## config.mk

```make
export PLATFORM = sky130hd
export DESIGN_NAME = itrx_aib_phy_init_seq_flat
export DESIGN_NICKNAME = d
export VERILOG_FILES = /design/src/rtl/itrx_aib_phy_init_seq_pkg.sv /design/src/rtl/itrx_aib_phy_init_seq_if.sv /design/src/rtl/itrx_aib_phy_init_seq_rom.sv /design/src/rtl/itrx_aib_phy_init_seq.sv /design/src/flat_wrapper.sv
export SDC_FILE = /design/constraint.sdc
export NUM_CORES = 1
export LEC_CHECK = 0
export BUFFER_PORTS_ARGS = -buffer_cell sky130_fd_sc_hd__buf_2
export CORE_MARGIN = 5
export CORE_UTILIZATION = 55
export DETAILED_ROUTE_END_ITERATION = 8
export PLACE_DENSITY = 0.8
export SYNTH_ARGS = -nofsm -noshare
export SYNTH_HDL_FRONTEND = slang
export SYNTH_HIERARCHICAL = 1
export SYNTH_SLANG_ARGS = --single-unit
```

## constraint.sdc

```tcl
create_clock -name pclk -period 4.8 [get_ports pclk]
set_input_delay 0.96 -clock pclk [delete_from_list [all_inputs] [get_ports pclk]]
set_output_delay 0.96 -clock pclk [all_outputs]
set_load 0.01 [all_outputs]
```

## src/rtl/itrx_aib_phy_init_seq_pkg.sv

```systemverilog
// Shared types and the default AIB PHY configuration table for the
// bring-up sequencer.
package itrx_aib_phy_init_pkg;

    typedef enum logic [2:0] {
        ST_IDLE,
        ST_WAIT_DET,
        ST_SETUP,
        ST_ACCESS,
        ST_WAIT_CONF,
        ST_DONE,
        ST_ERR
    } state_t;

    typedef enum logic [1:0] {
        ERR_NONE     = 2'd0,
        ERR_DET_TMO  = 2'd1,
        ERR_CONF_TMO = 2'd2
    } err_code_t;

    typedef struct packed {
        logic [11:0] addr;
        logic [31:0] data;
    } rom_entry_t;

    localparam int ROM_DEPTH = 16;

    localparam logic [11:0] DEF_ADDR [ROM_DEPTH] = '{
        12'h100, 12'h104, 12'h110, 12'h114, 12'h120, 12'h124, 12'h130, 12'h134,
        12'h140, 12'h144, 12'h150, 12'h154, 12'h160, 12'h164, 12'h170, 12'h174
    };

    localparam logic [31:0] DEF_DATA [ROM_DEPTH] = '{
        32'h0000_0001, 32'h0000_00A5, 32'h1234_5678, 32'hDEAD_BEEF,
        32'h0F0F_0F0F, 32'h8000_0000, 32'h0000_FFFF, 32'hCAFE_F00D,
        32'h0101_0101, 32'h7FFF_FFFF, 32'h0000_0003, 32'hA5A5_5A5A,
        32'h0000_1000, 32'h3C3C_3C3C, 32'hFFFF_0000, 32'h0000_0080
    };

    // Write-index width: enough bits for NWR entries, never narrower than 1.
    function automatic int idx_width(input int n);
        return (n > 1) ? $clog2(n) : 1;
    endfunction

endpackage

```

## src/rtl/itrx_aib_phy_init_seq_if.sv

```systemverilog
// APB bus between the bring-up sequencer (master) and the PHY register
// block (slave).
interface itrx_aib_phy_init_seq_if;
    logic [11:0] paddr;
    logic        pwrite;
    logic        psel;
    logic        penable;
    logic [31:0] pwdata;
    logic        pready;

    modport master (output paddr, pwrite, psel, penable, pwdata, input pready);
    modport slave  (input paddr, pwrite, psel, penable, pwdata, output pready);
endinterface

```

## src/rtl/itrx_aib_phy_init_seq_rom.sv

```systemverilog
// Combinational lookup of the configuration write table; slots at or past
// the configured write count read as zero.
module itrx_aib_phy_init_rom
    import itrx_aib_phy_init_pkg::*;
#(
    parameter int NWR   = 8,
    parameter int IDX_W = 3
) (
    input  logic [IDX_W-1:0] idx,
    output rom_entry_t       entry
);

    logic [3:0] slot;

    // Index into the 16-deep default table, masked beyond NWR-1
    always_comb begin
        slot  = 4'(idx);
        entry = '0;
        if (int'(slot) < NWR) begin
            entry.addr = DEF_ADDR[slot];
            entry.data = DEF_DATA[slot];
        end
    end

endmodule

```

## src/rtl/itrx_aib_phy_init_seq.sv

```systemverilog
// AIB PHY bring-up sequencer: debounces far-side detect, pushes NWR APB
// configuration writes, then waits for CONF_DONE with per-phase timeouts.
module itrx_aib_phy_init_seq
    import itrx_aib_phy_init_pkg::*;
#(
    parameter int NWR     = 8,
    parameter int DET_CYC = 16,
    parameter int TMO_CYC = 65535
) (
    input  logic                           pclk,
    input  logic                           presetn,
    input  logic                           start,
    input  logic                           abort,
    input  logic                           device_detect,
    input  logic                           conf_done,
    itrx_aib_phy_init_seq_if.master        apb,
    output logic                           busy,
    output logic                           init_done,
    output logic                           init_err,
    output logic [1:0]                     err_code
);

    localparam int IDX_W = idx_width(NWR);
    localparam int DET_W = $clog2(DET_CYC + 1);
    localparam logic [IDX_W-1:0] IDX_LAST = IDX_W'(NWR - 1);
    localparam logic [DET_W-1:0] DET_LAST = DET_W'(DET_CYC - 1);
    localparam logic [DET_W-1:0] DET_MAX  = DET_W'(DET_CYC);
    localparam logic [15:0]      TMO_LAST = 16'(TMO_CYC - 1);

    state_t           state, nxt;
    err_code_t        err_q, err_nxt;
    logic [DET_W-1:0] det_cnt;
    logic [15:0]      tmo_cnt;
    logic [IDX_W-1:0] idx;
    logic             abort_pend;
    logic             start_go;
    logic             det_hit;
    logic             tmo_hit;
    logic             xfer;
    rom_entry_t       entry;

    itrx_aib_phy_init_rom #(.NWR(NWR), .IDX_W(IDX_W)) u_rom (
        .idx   (idx),
        .entry (entry)
    );

    assign det_hit = device_detect && (det_cnt == DET_LAST);
    assign tmo_hit = (tmo_cnt == TMO_LAST);
    assign xfer    = (state == ST_SETUP) || (state == ST_ACCESS);

    assign apb.psel    = xfer;
    assign apb.penable = (state == ST_ACCESS);
    assign apb.pwrite  = xfer;
    assign apb.paddr   = xfer ? entry.addr : '0;
    assign apb.pwdata  = xfer ? entry.data : '0;

    assign busy      = !((state == ST_IDLE) || (state == ST_DONE) || (state == ST_ERR));
    assign init_done = (state == ST_DONE);
    assign init_err  = (state == ST_ERR);
    assign err_code  = err_q;

    // Next-state decode; abort outranks start, and success outranks timeout
    always_comb begin
        nxt      = state;
        err_nxt  = err_q;
        start_go = 1'b0;
        case (state)
            ST_IDLE, ST_DONE, ST_ERR: begin
                if (abort) begin
                    nxt = ST_IDLE;
                end else if (start) begin
                    nxt      = ST_WAIT_DET;
                    start_go = 1'b1;
                end
            end
            ST_WAIT_DET: begin
                if (abort) begin
                    nxt = ST_IDLE;
                end else if (det_hit) begin
                    nxt = ST_SETUP;
                end else if (tmo_hit) begin
                    nxt     = ST_ERR;
                    err_nxt = ERR_DET_TMO;
                end
            end
            ST_SETUP: nxt = ST_ACCESS;
            ST_ACCESS: begin
                // A pending abort only takes effect once the slave completes
                if (apb.pready) begin
                    if (abort || abort_pend) nxt = ST_IDLE;
                    else if (idx == IDX_LAST) nxt = ST_WAIT_CONF;
                    else nxt = ST_SETUP;
                end
            end
            ST_WAIT_CONF: begin
                if (abort) begin
                    nxt = ST_IDLE;
                end else if (conf_done) begin
                    nxt = ST_DONE;
                end else if (tmo_hit) begin
                    nxt     = ST_ERR;
                    err_nxt = ERR_CONF_TMO;
                end
            end
            default: nxt = ST_IDLE;
        endcase
    end

    // State register plus saturating debounce/timeout counters and write index
    always_ff @(posedge pclk) begin
        if (!presetn) begin
            state      <= ST_IDLE;
            err_q      <= ERR_NONE;
            det_cnt    <= '0;
            tmo_cnt    <= '0;
            idx        <= '0;
            abort_pend <= 1'b0;
        end else begin
            state <= nxt;
            if (start_go) begin
                err_q      <= ERR_NONE;
                det_cnt    <= '0;
                tmo_cnt    <= '0;
                idx        <= '0;
                abort_pend <= 1'b0;
            end else begin
                err_q <= err_nxt;
                if (state == ST_WAIT_DET) begin
                    if (!device_detect) det_cnt <= '0;
                    else if (det_cnt != DET_MAX) det_cnt <= det_cnt + 1'b1;
                end
                if (nxt != state) begin
                    tmo_cnt <= '0;
                end else if (((state == ST_WAIT_DET) || (state == ST_WAIT_CONF)) &&
                             (tmo_cnt != 16'hFFFF)) begin
                    tmo_cnt <= tmo_cnt + 16'd1;
                end
                if ((state == ST_ACCESS) && apb.pready && (idx != IDX_LAST)) begin
                    idx <= idx + 1'b1;
                end
                if (nxt == ST_IDLE) abort_pend <= 1'b0;
                else if (abort && xfer) abort_pend <= 1'b1;
            end
        end
    end

endmodule
```

## src/flat_wrapper.sv

```systemverilog
// flat-port wrapper written by rule: the top's interface ports become plain ports
module itrx_aib_phy_init_seq_flat import itrx_aib_phy_init_pkg::*;
#(
    parameter int NWR     = 8,
    parameter int DET_CYC = 16,
    parameter int TMO_CYC = 65535
)
  (pclk, presetn, start, abort, device_detect, conf_done, busy, init_done, init_err, err_code, apb_paddr, apb_pwrite, apb_psel, apb_penable, apb_pwdata, apb_pready);
  itrx_aib_phy_init_seq_if apb_i ();
  input  logic pclk;
  input  logic presetn;
  input  logic start;
  input  logic abort;
  input  logic device_detect;
  input  logic conf_done;
  output logic busy;
  output logic init_done;
  output logic init_err;
  output logic [1:0] err_code;
  output wire logic [$bits(apb_i.paddr)-1:0] apb_paddr;
  output wire logic [$bits(apb_i.pwrite)-1:0] apb_pwrite;
  output wire logic [$bits(apb_i.psel)-1:0] apb_psel;
  output wire logic [$bits(apb_i.penable)-1:0] apb_penable;
  output wire logic [$bits(apb_i.pwdata)-1:0] apb_pwdata;
  input wire logic [$bits(apb_i.pready)-1:0] apb_pready;
  assign apb_paddr = apb_i.paddr;
  assign apb_pwrite = apb_i.pwrite;
  assign apb_psel = apb_i.psel;
  assign apb_penable = apb_i.penable;
  assign apb_pwdata = apb_i.pwdata;
  assign apb_i.pready = apb_pready;
  itrx_aib_phy_init_seq #(.NWR(NWR), .DET_CYC(DET_CYC), .TMO_CYC(TMO_CYC)) u_core (.pclk(pclk), .presetn(presetn), .start(start), .abort(abort), .device_detect(device_detect), .conf_done(conf_done), .apb(apb_i), .busy(busy), .init_done(init_done), .init_err(init_err), .err_code(err_code));
endmodule
```

==> impl_metrics.env, run 1 <==
export IMPL_path_max_fanout=51
export IMPL_slew_headroom=0.499
export IMPL_power_uw=557
export IMPL_nNetsFinal=395
export IMPL_num_vias=2318
export IMPL_row_count=26
export IMPL_hold_start="u_core/err_code[0]"
export IMPL_worstSetupStartpointType="flop"
export IMPL_cts_hold_fix_buffers=0
export IMPL_grt_antenna_before_repair=0
export IMPL_synth_seq_area_share=0.211
export IMPL_cts_buffer_depth=2
export IMPL_crit_start="u_core/state[2]"
export IMPL_postCtsSetupBuffers=0
export IMPL_drv_cap=0
export IMPL_initial_core_util=0.561
export IMPL_p_per_area_nw_per_um2=183
export IMPL_synth_distinct_cells=63
export IMPL_fin_crit_ps=3200
export IMPL_final_cells=446
export IMPL_die_h_um=82.0
export IMPL_post_route_period_util=0.666
export IMPL_synth_common_cells="and2_1, nand2_1, dfxtp_1, buf_4, inv_1"
export IMPL_tightest_slew_ps=750
export IMPL_ios=59
export IMPL_synth_top_area_share=0.211
export IMPL_synth_most_common_cell="and2_1"
export IMPL_hold_class="flop to flop"
export IMPL_cts_tree="yes"
export IMPL_cp_data_required_time_ps=3840
export IMPL_routed_wl_mm=5.81
export IMPL_final_antenna_net_count=0
export IMPL_overflow=0
export IMPL_diodes=0
export IMPL_dr_first_iter_drc_count=110
export IMPL_dieWidth_um=82.0
export IMPL_setup_viol=0
export IMPL_clk_latency_ps=290
export IMPL_cts_root_buf="clkbuf_8"
export IMPL_drc=0
export IMPL_synth_top_flop_cell="dfxtp_1"
export IMPL_synthArstFlopShare=0
export IMPL_hold_viol=0
export IMPL_clk_pin_slew_ps=60
export IMPL_cellLeakagePower_uw=0.00135
export IMPL_worst_ep_arrival_time_ps=2240
export IMPL_detail_route_wl_per_cell_um=13.0
export IMPL_whs_ps=479
export IMPL_core_sq_um=5070
export IMPL_synth_area_leaders="dfxtp_1, and2_1, buf_4, ha_1, xnor2_1"
export IMPL_gp_congestion=0.918
export IMPL_syn_inst=352
export IMPL_finalMaxSlewViolations=0
export IMPL_grt_pass1_vias=2131
export IMPL_critPathKind="flop to output port"
export IMPL_drive_gt1_frac=0.242
export IMPL_dpl_hpwl_mm=4.34
export IMPL_area_delta_synth_final_pct=6.90
export IMPL_grt_pass1_wl_mm=9.77
export IMPL_clock_fmax_ghz=0.313
export IMPL_grt_max_degree=52
export IMPL_htree_levels=2
export IMPL_rsz0062_at_grt="false"
export IMPL_setup_tns_ps=0
export IMPL_cts_sinks=30
export IMPL_portBuffers=49
export IMPL_cts_buffers=5
export IMPL_endpoint_kind="output port"
export IMPL_pre_cts_slack_ps=1900
export IMPL_cts_resized=0
export IMPL_dp_cells=439
export IMPL_drtPass1Iterations=5
export IMPL_fin_worst_skew_ps=6.87
export IMPL_synth_seq_cells=30
export IMPL_vias_per_cell=5.20
export IMPL_yosys_warnings=6
export IMPL_setup_ws_ps=1600
export IMPL_grt_use_total=0.183
export IMPL_dieArea_sq_um=6720
export IMPL_synth_enable_flop_cells=0
export IMPL_syn_avg_cell_area_sq_um=8.09
export IMPL_synth_top_cell_by_area="dfxtp_1"
export IMPL_reg2reg_from="u_core/state[1]"
export IMPL_ir_drop_mv=0.171
export IMPL_syn_area_sq_um=2850
export IMPL_status="complete, no violations"
## cells by family (layout without fill, tap and decap cells)
family	count (synthesis)	after routing	synth area share
buf+inv	61	77	0.126
simple gates	186	186	0.420
xor+xnor	17	17	0.0615
compound gates	38	38	0.105
mux	5	5	0.0176
other cells	2	10	0.00264
flops	30	30	0.211
fa+ha+maj	13	13	0.0562
## state kept, by name (all words and copies together) (netlist names)
signal             count
u_core/det_cnt         5
u_core/idx             3
u_core/err_code        2
u_core/abort_pend      1
u_core/state           3
u_core/tmo_cnt        16
## final cells by class
cell class	instances	area [sq um]
well taps	70	87.6
repair buffers	49	245
inverters	21	80.1
clock buffers	6	82.6
clock inverters	1	30.0
fillers	459	2030
multi-input cells	269	1920
flip-flops and latches	30	601
## metrics by stage
| stage | util | area, sq um |
|---|---|---|
| final | 0.600 | 3040 |
| after global routing | 0.600 | 3040 |
| after CTS | 0.600 | 3040 |
| after detailed placement | 0.578 | 2930 |
| after global placement | 0.578 | 2930 |
| after floorplan | - | 2880 |
## final timing paths
path | slack (ps) | cells after the start | end
max reg2reg | 2280 | 6 | u_core/tmo_cnt[1]
min reg2reg | 480 | 2 | u_core/err_code[0]
max | 1600 | 4 | apb_pwdata[26]
min | 480 | 2 | u_core/err_code[0]
## report_power, final
group | switching, uW | total, uW | internal (uW)
sequential | 4.12 | 255 | 251
combinational | 25.8 | 41.7 | 15.9
clock | 95.2 | 261 | 166
## critical path, stage by stage, from the launching register on
cell and delay [ps]:
dfxtp_1 810, nand2b_1 270, clkinv_2 400, and2_1 330
buf_2 140
## placed cells by master, fill, tap and decap left out, types with 2 or more instances in the layout
cell type  count
nor3_1        17
and2_1        47
inv_1         20
nor3_2        12
nand2b_1      11
nor2_1        17
nor3b_1        2
nand2_1       31
and3_1         3
o21ai_0       10
a21oi_1        9
xnor2_1       15
buf_2         49
clkbuf_8       6
nand3b_1       2
nor4_1         5
or2b_1         2
mux2i_1        5
o21bai_1       2
conb_1        10
nor4_2         2
nand4_4        2
nand2b_4       3
dfxtp_1       30
nand4_1        3
or3_1          4
nand3_1        9
ha_1          12
o211ai_1       2
or3b_1         2
## metal layers
metal	global-route usage	share of wire
met1	0.225	0.45
met5	0	0
met4	0.0714	0.016
met3	0.0285	0.056
met2	0.317	0.48
Power figures use the tool's default switching activity.
==> run 2, diff against run 1 <==
--- a/config.mk
+++ b/config.mk
@@ -5,11 +5,12 @@
 export SDC_FILE = /design/constraint.sdc
 export NUM_CORES = 1
 export LEC_CHECK = 0
+export ABC_AREA = 1
 export BUFFER_PORTS_ARGS = -buffer_cell sky130_fd_sc_hd__buf_2
 export CORE_MARGIN = 5
-export CORE_UTILIZATION = 55
+export CORE_UTILIZATION = 50
 export DETAILED_ROUTE_END_ITERATION = 8
-export PLACE_DENSITY = 0.8
+export PLACE_DENSITY = 0.77
 export SYNTH_ARGS = -nofsm -noshare
 export SYNTH_HDL_FRONTEND = slang
 export SYNTH_HIERARCHICAL = 1
==> constraint.sdc (replaced) <==
create_clock -name pclk -period 2.7 [get_ports pclk]
set_input_delay 0.54 -clock pclk [delete_from_list [all_inputs] [get_ports pclk]]
set_output_delay 0.54 -clock pclk [all_outputs]
set_load 0.01 [all_outputs]
==> run 2 against run 1 <==
Compared with the run above:
- worst setup slack worse by 1300 ps
- cell area down 4.8%
- flip-flop and latch count unchanged
- first-iteration DRC count down 5.5%
- via count up 1.1%
- non-clock buffer count up 1
- clock skew down 3.6 ps
- critical path type unchanged
- highest routed layer unchanged
==> impl_metrics.env, run 2 <==
export IMPL_largest_register="u_core/tmo_cnt"
export IMPL_drc=0
export IMPL_slew_headroom=0.638
export IMPL_overflow=0
export IMPL_path_max_fanout=41
export IMPL_grt_pass1_wl_mm=9.46
export IMPL_yosys_warnings=6
export IMPL_top_usage_layer="met2"
export IMPL_synth_most_common_cell="inv_1"
export IMPL_syn_inst=418
export IMPL_row_count=26
export IMPL_cts_buffers=5
export IMPL_largest_reg_flops=16
export IMPL_top_regs="u_core/tmo_cnt (16), u_core/det_cnt (5)"
export IMPL_nNetsFinal=472
export IMPL_utilization=0.564
export IMPL_synth_enable_flop_cells=0
export IMPL_synthAdderAreaFrac=0.0562
export IMPL_fin_crit_ps=2380
export IMPL_synth_top_family_by_area="simple AND/OR/NAND/NOR gates"
export IMPL_num_vias=2343
export IMPL_drtPass1Iterations=4
export IMPL_cts_buffer_depth=2
export IMPL_fin_worst_skew_ps=3.30
export IMPL_drive_gt1_frac=0.223
export IMPL_synth_distinct_cells=37
export IMPL_dr_first_iter_drc_count=104
export IMPL_p_per_area_nw_per_um2=301
export IMPL_endpoint_kind="output port"
export IMPL_synth_xor_area_frac=0.0525
export IMPL_tightest_slew_ps=542
export IMPL_grt_antenna_before_repair=0
export IMPL_cts_root_buf="clkbuf_8"
export IMPL_final_antenna_net_count=0
export IMPL_ir_drop_mv=0.383
export IMPL_synth_compound_area_frac=0.0604
export IMPL_cts_hold_fix_buffers=0
export IMPL_clock_fmax_ghz=0.420
export IMPL_whs_ps=498
export IMPL_rsz0062_at_grt="false"
export IMPL_dieWidth_um=83.1
export IMPL_worstSetupStartpointType="flop"
export IMPL_area_delta_synth_final_pct=8.58
export IMPL_htree_levels=2
export IMPL_cts_sinks=30
export IMPL_hold_viol=0
export IMPL_cp_data_required_time_ps=2160
export IMPL_grt_pass1_vias=2215
export IMPL_syn_area_sq_um=2670
export IMPL_finalMaxSlewViolations=0
export IMPL_dpl_hpwl_mm=4.09
export IMPL_initial_core_util=0.519
export IMPL_vias_per_cell=4.48
export IMPL_hold_class="flop to flop"
export IMPL_final_common_cell="inv_1"
export IMPL_routed_wl_mm=5.21
export IMPL_cellLeakagePower_uw=0.00139
export IMPL_clk_latency_ps=280
export IMPL_synth_top_area_share=0.225
export IMPL_rrSetupSlack_ps=440
export IMPL_synthMuxAreaShare=0.00375
export IMPL_post_route_period_util=0.881
export IMPL_gp_congestion=0.918
export IMPL_synth_top_cell_by_area="dfxtp_1"
export IMPL_setup_viol=0
export IMPL_die_h_um=83.1
export IMPL_grt_use_total=0.159
export IMPL_syn_avg_cell_area_sq_um=6.39
export IMPL_synth_area_leaders="dfxtp_1, inv_1, nand2_1, nor2_1, buf_4"
export IMPL_synth_seq_cells=30
export IMPL_final_cell_mix="inv_1, nand2_1, nor2_1"
export IMPL_grtUsageMet3=0.0535
export IMPL_synth_simple_area_share=0.375
export IMPL_ios=59
export IMPL_critPathKind="flop to output port"
export IMPL_grt_met1_usage=0.182
export IMPL_drv_cap=0
export IMPL_cts_tree="yes"
export IMPL_diodes=0
export IMPL_dieArea_sq_um=6900
export IMPL_portBuffers=49
export IMPL_synth_seq_area_share=0.225
export IMPL_synth_top_flop_cell="dfxtp_1"
export IMPL_status="complete, no violations"
export IMPL_gr_usage_met2=0.278
export IMPL_r2r_cells=15
export IMPL_detail_route_wl_per_cell_um=9.95
export IMPL_grt_max_degree=42
export IMPL_core_sq_um=5140
export IMPL_worst_ep_arrival_time_ps=1840
export IMPL_worstHoldPathCells=2
export IMPL_clk_pin_slew_ps=60
export IMPL_synthArstFlopShare=0
export IMPL_setup_tns_ps=0
export IMPL_synth_common_cells="inv_1, nand2_1, nor2_1, dfxtp_1, buf_4"
run 2: worst max-delay path, stage by stage (launching register included):
cell and delay, ps:
dfxtp_1 480, nand3_2 150, nand2_1 160, clkinv_2 380
nor2_1 220, buf_2 160
run 2: through the flow:
step	setup WS, ps	power, uW	instance area [sq um]	cells
floorplan	795	538	2700	426
global placement	330	539	2820	516
detailed placement	175	542	2820	516
CTS	292	882	2900	523
global route	85.1	920	2900	523
finish	321	871	2900	523
run 2: power breakdown:
group	switching, uW	internal [uW]	leakage, uW
clock network	161	177	0.0000383
registers	4.07	446	0.000242
logic	59.3	23.2	0.00111
total	225	647	0.00139
run 2: logic make-up after synthesis:
| group | Yosys count |
|---|---|
| adder cells (fa/ha/maj) | 12 |
| buffers and inverters | 129 |
| AO/OA/AOI/OAI | 28 |
| flip-flops | 30 |
| other | 2 |
| AND/OR/NAND/NOR | 200 |
| multiplexers | 1 |
| XOR/XNOR | 16 |
run 2: area by class of cell:
cell class,instances,area [sq um]
Timing Repair Buffer,50,253
Clock buffer,7,76.3
Fill cell,531,2240
Inverter,99,380
Multi-Input combinational cell,267,1500
Tap cell,70,87.6
Sequential cell,30,601
run 2: path summary, 6_finish.rpt:
check,start,end
max,u_core/state[0],apb_pwdata[30]
min,u_core/err_code[1],u_core/err_code[1]
max reg2reg,u_core/det_cnt[0],u_core/tmo_cnt[2]
min reg2reg,u_core/err_code[1],u_core/err_code[1]
run 2: layer usage:
layer	routed length [um]	up-vias	part of all wire
li1	-	1278	-
met1	2350	996	0.45
met2	2430	62	0.47
met3	367	7	0.071
met4	59	0	0.011
met5	0	-	0
run 2: what timing repair did:
action | in CTS | in global routing
endpoints found under the setup margin | 35 | 0
resized for setup | 1 | 0
buffers inserted | 0 | 0
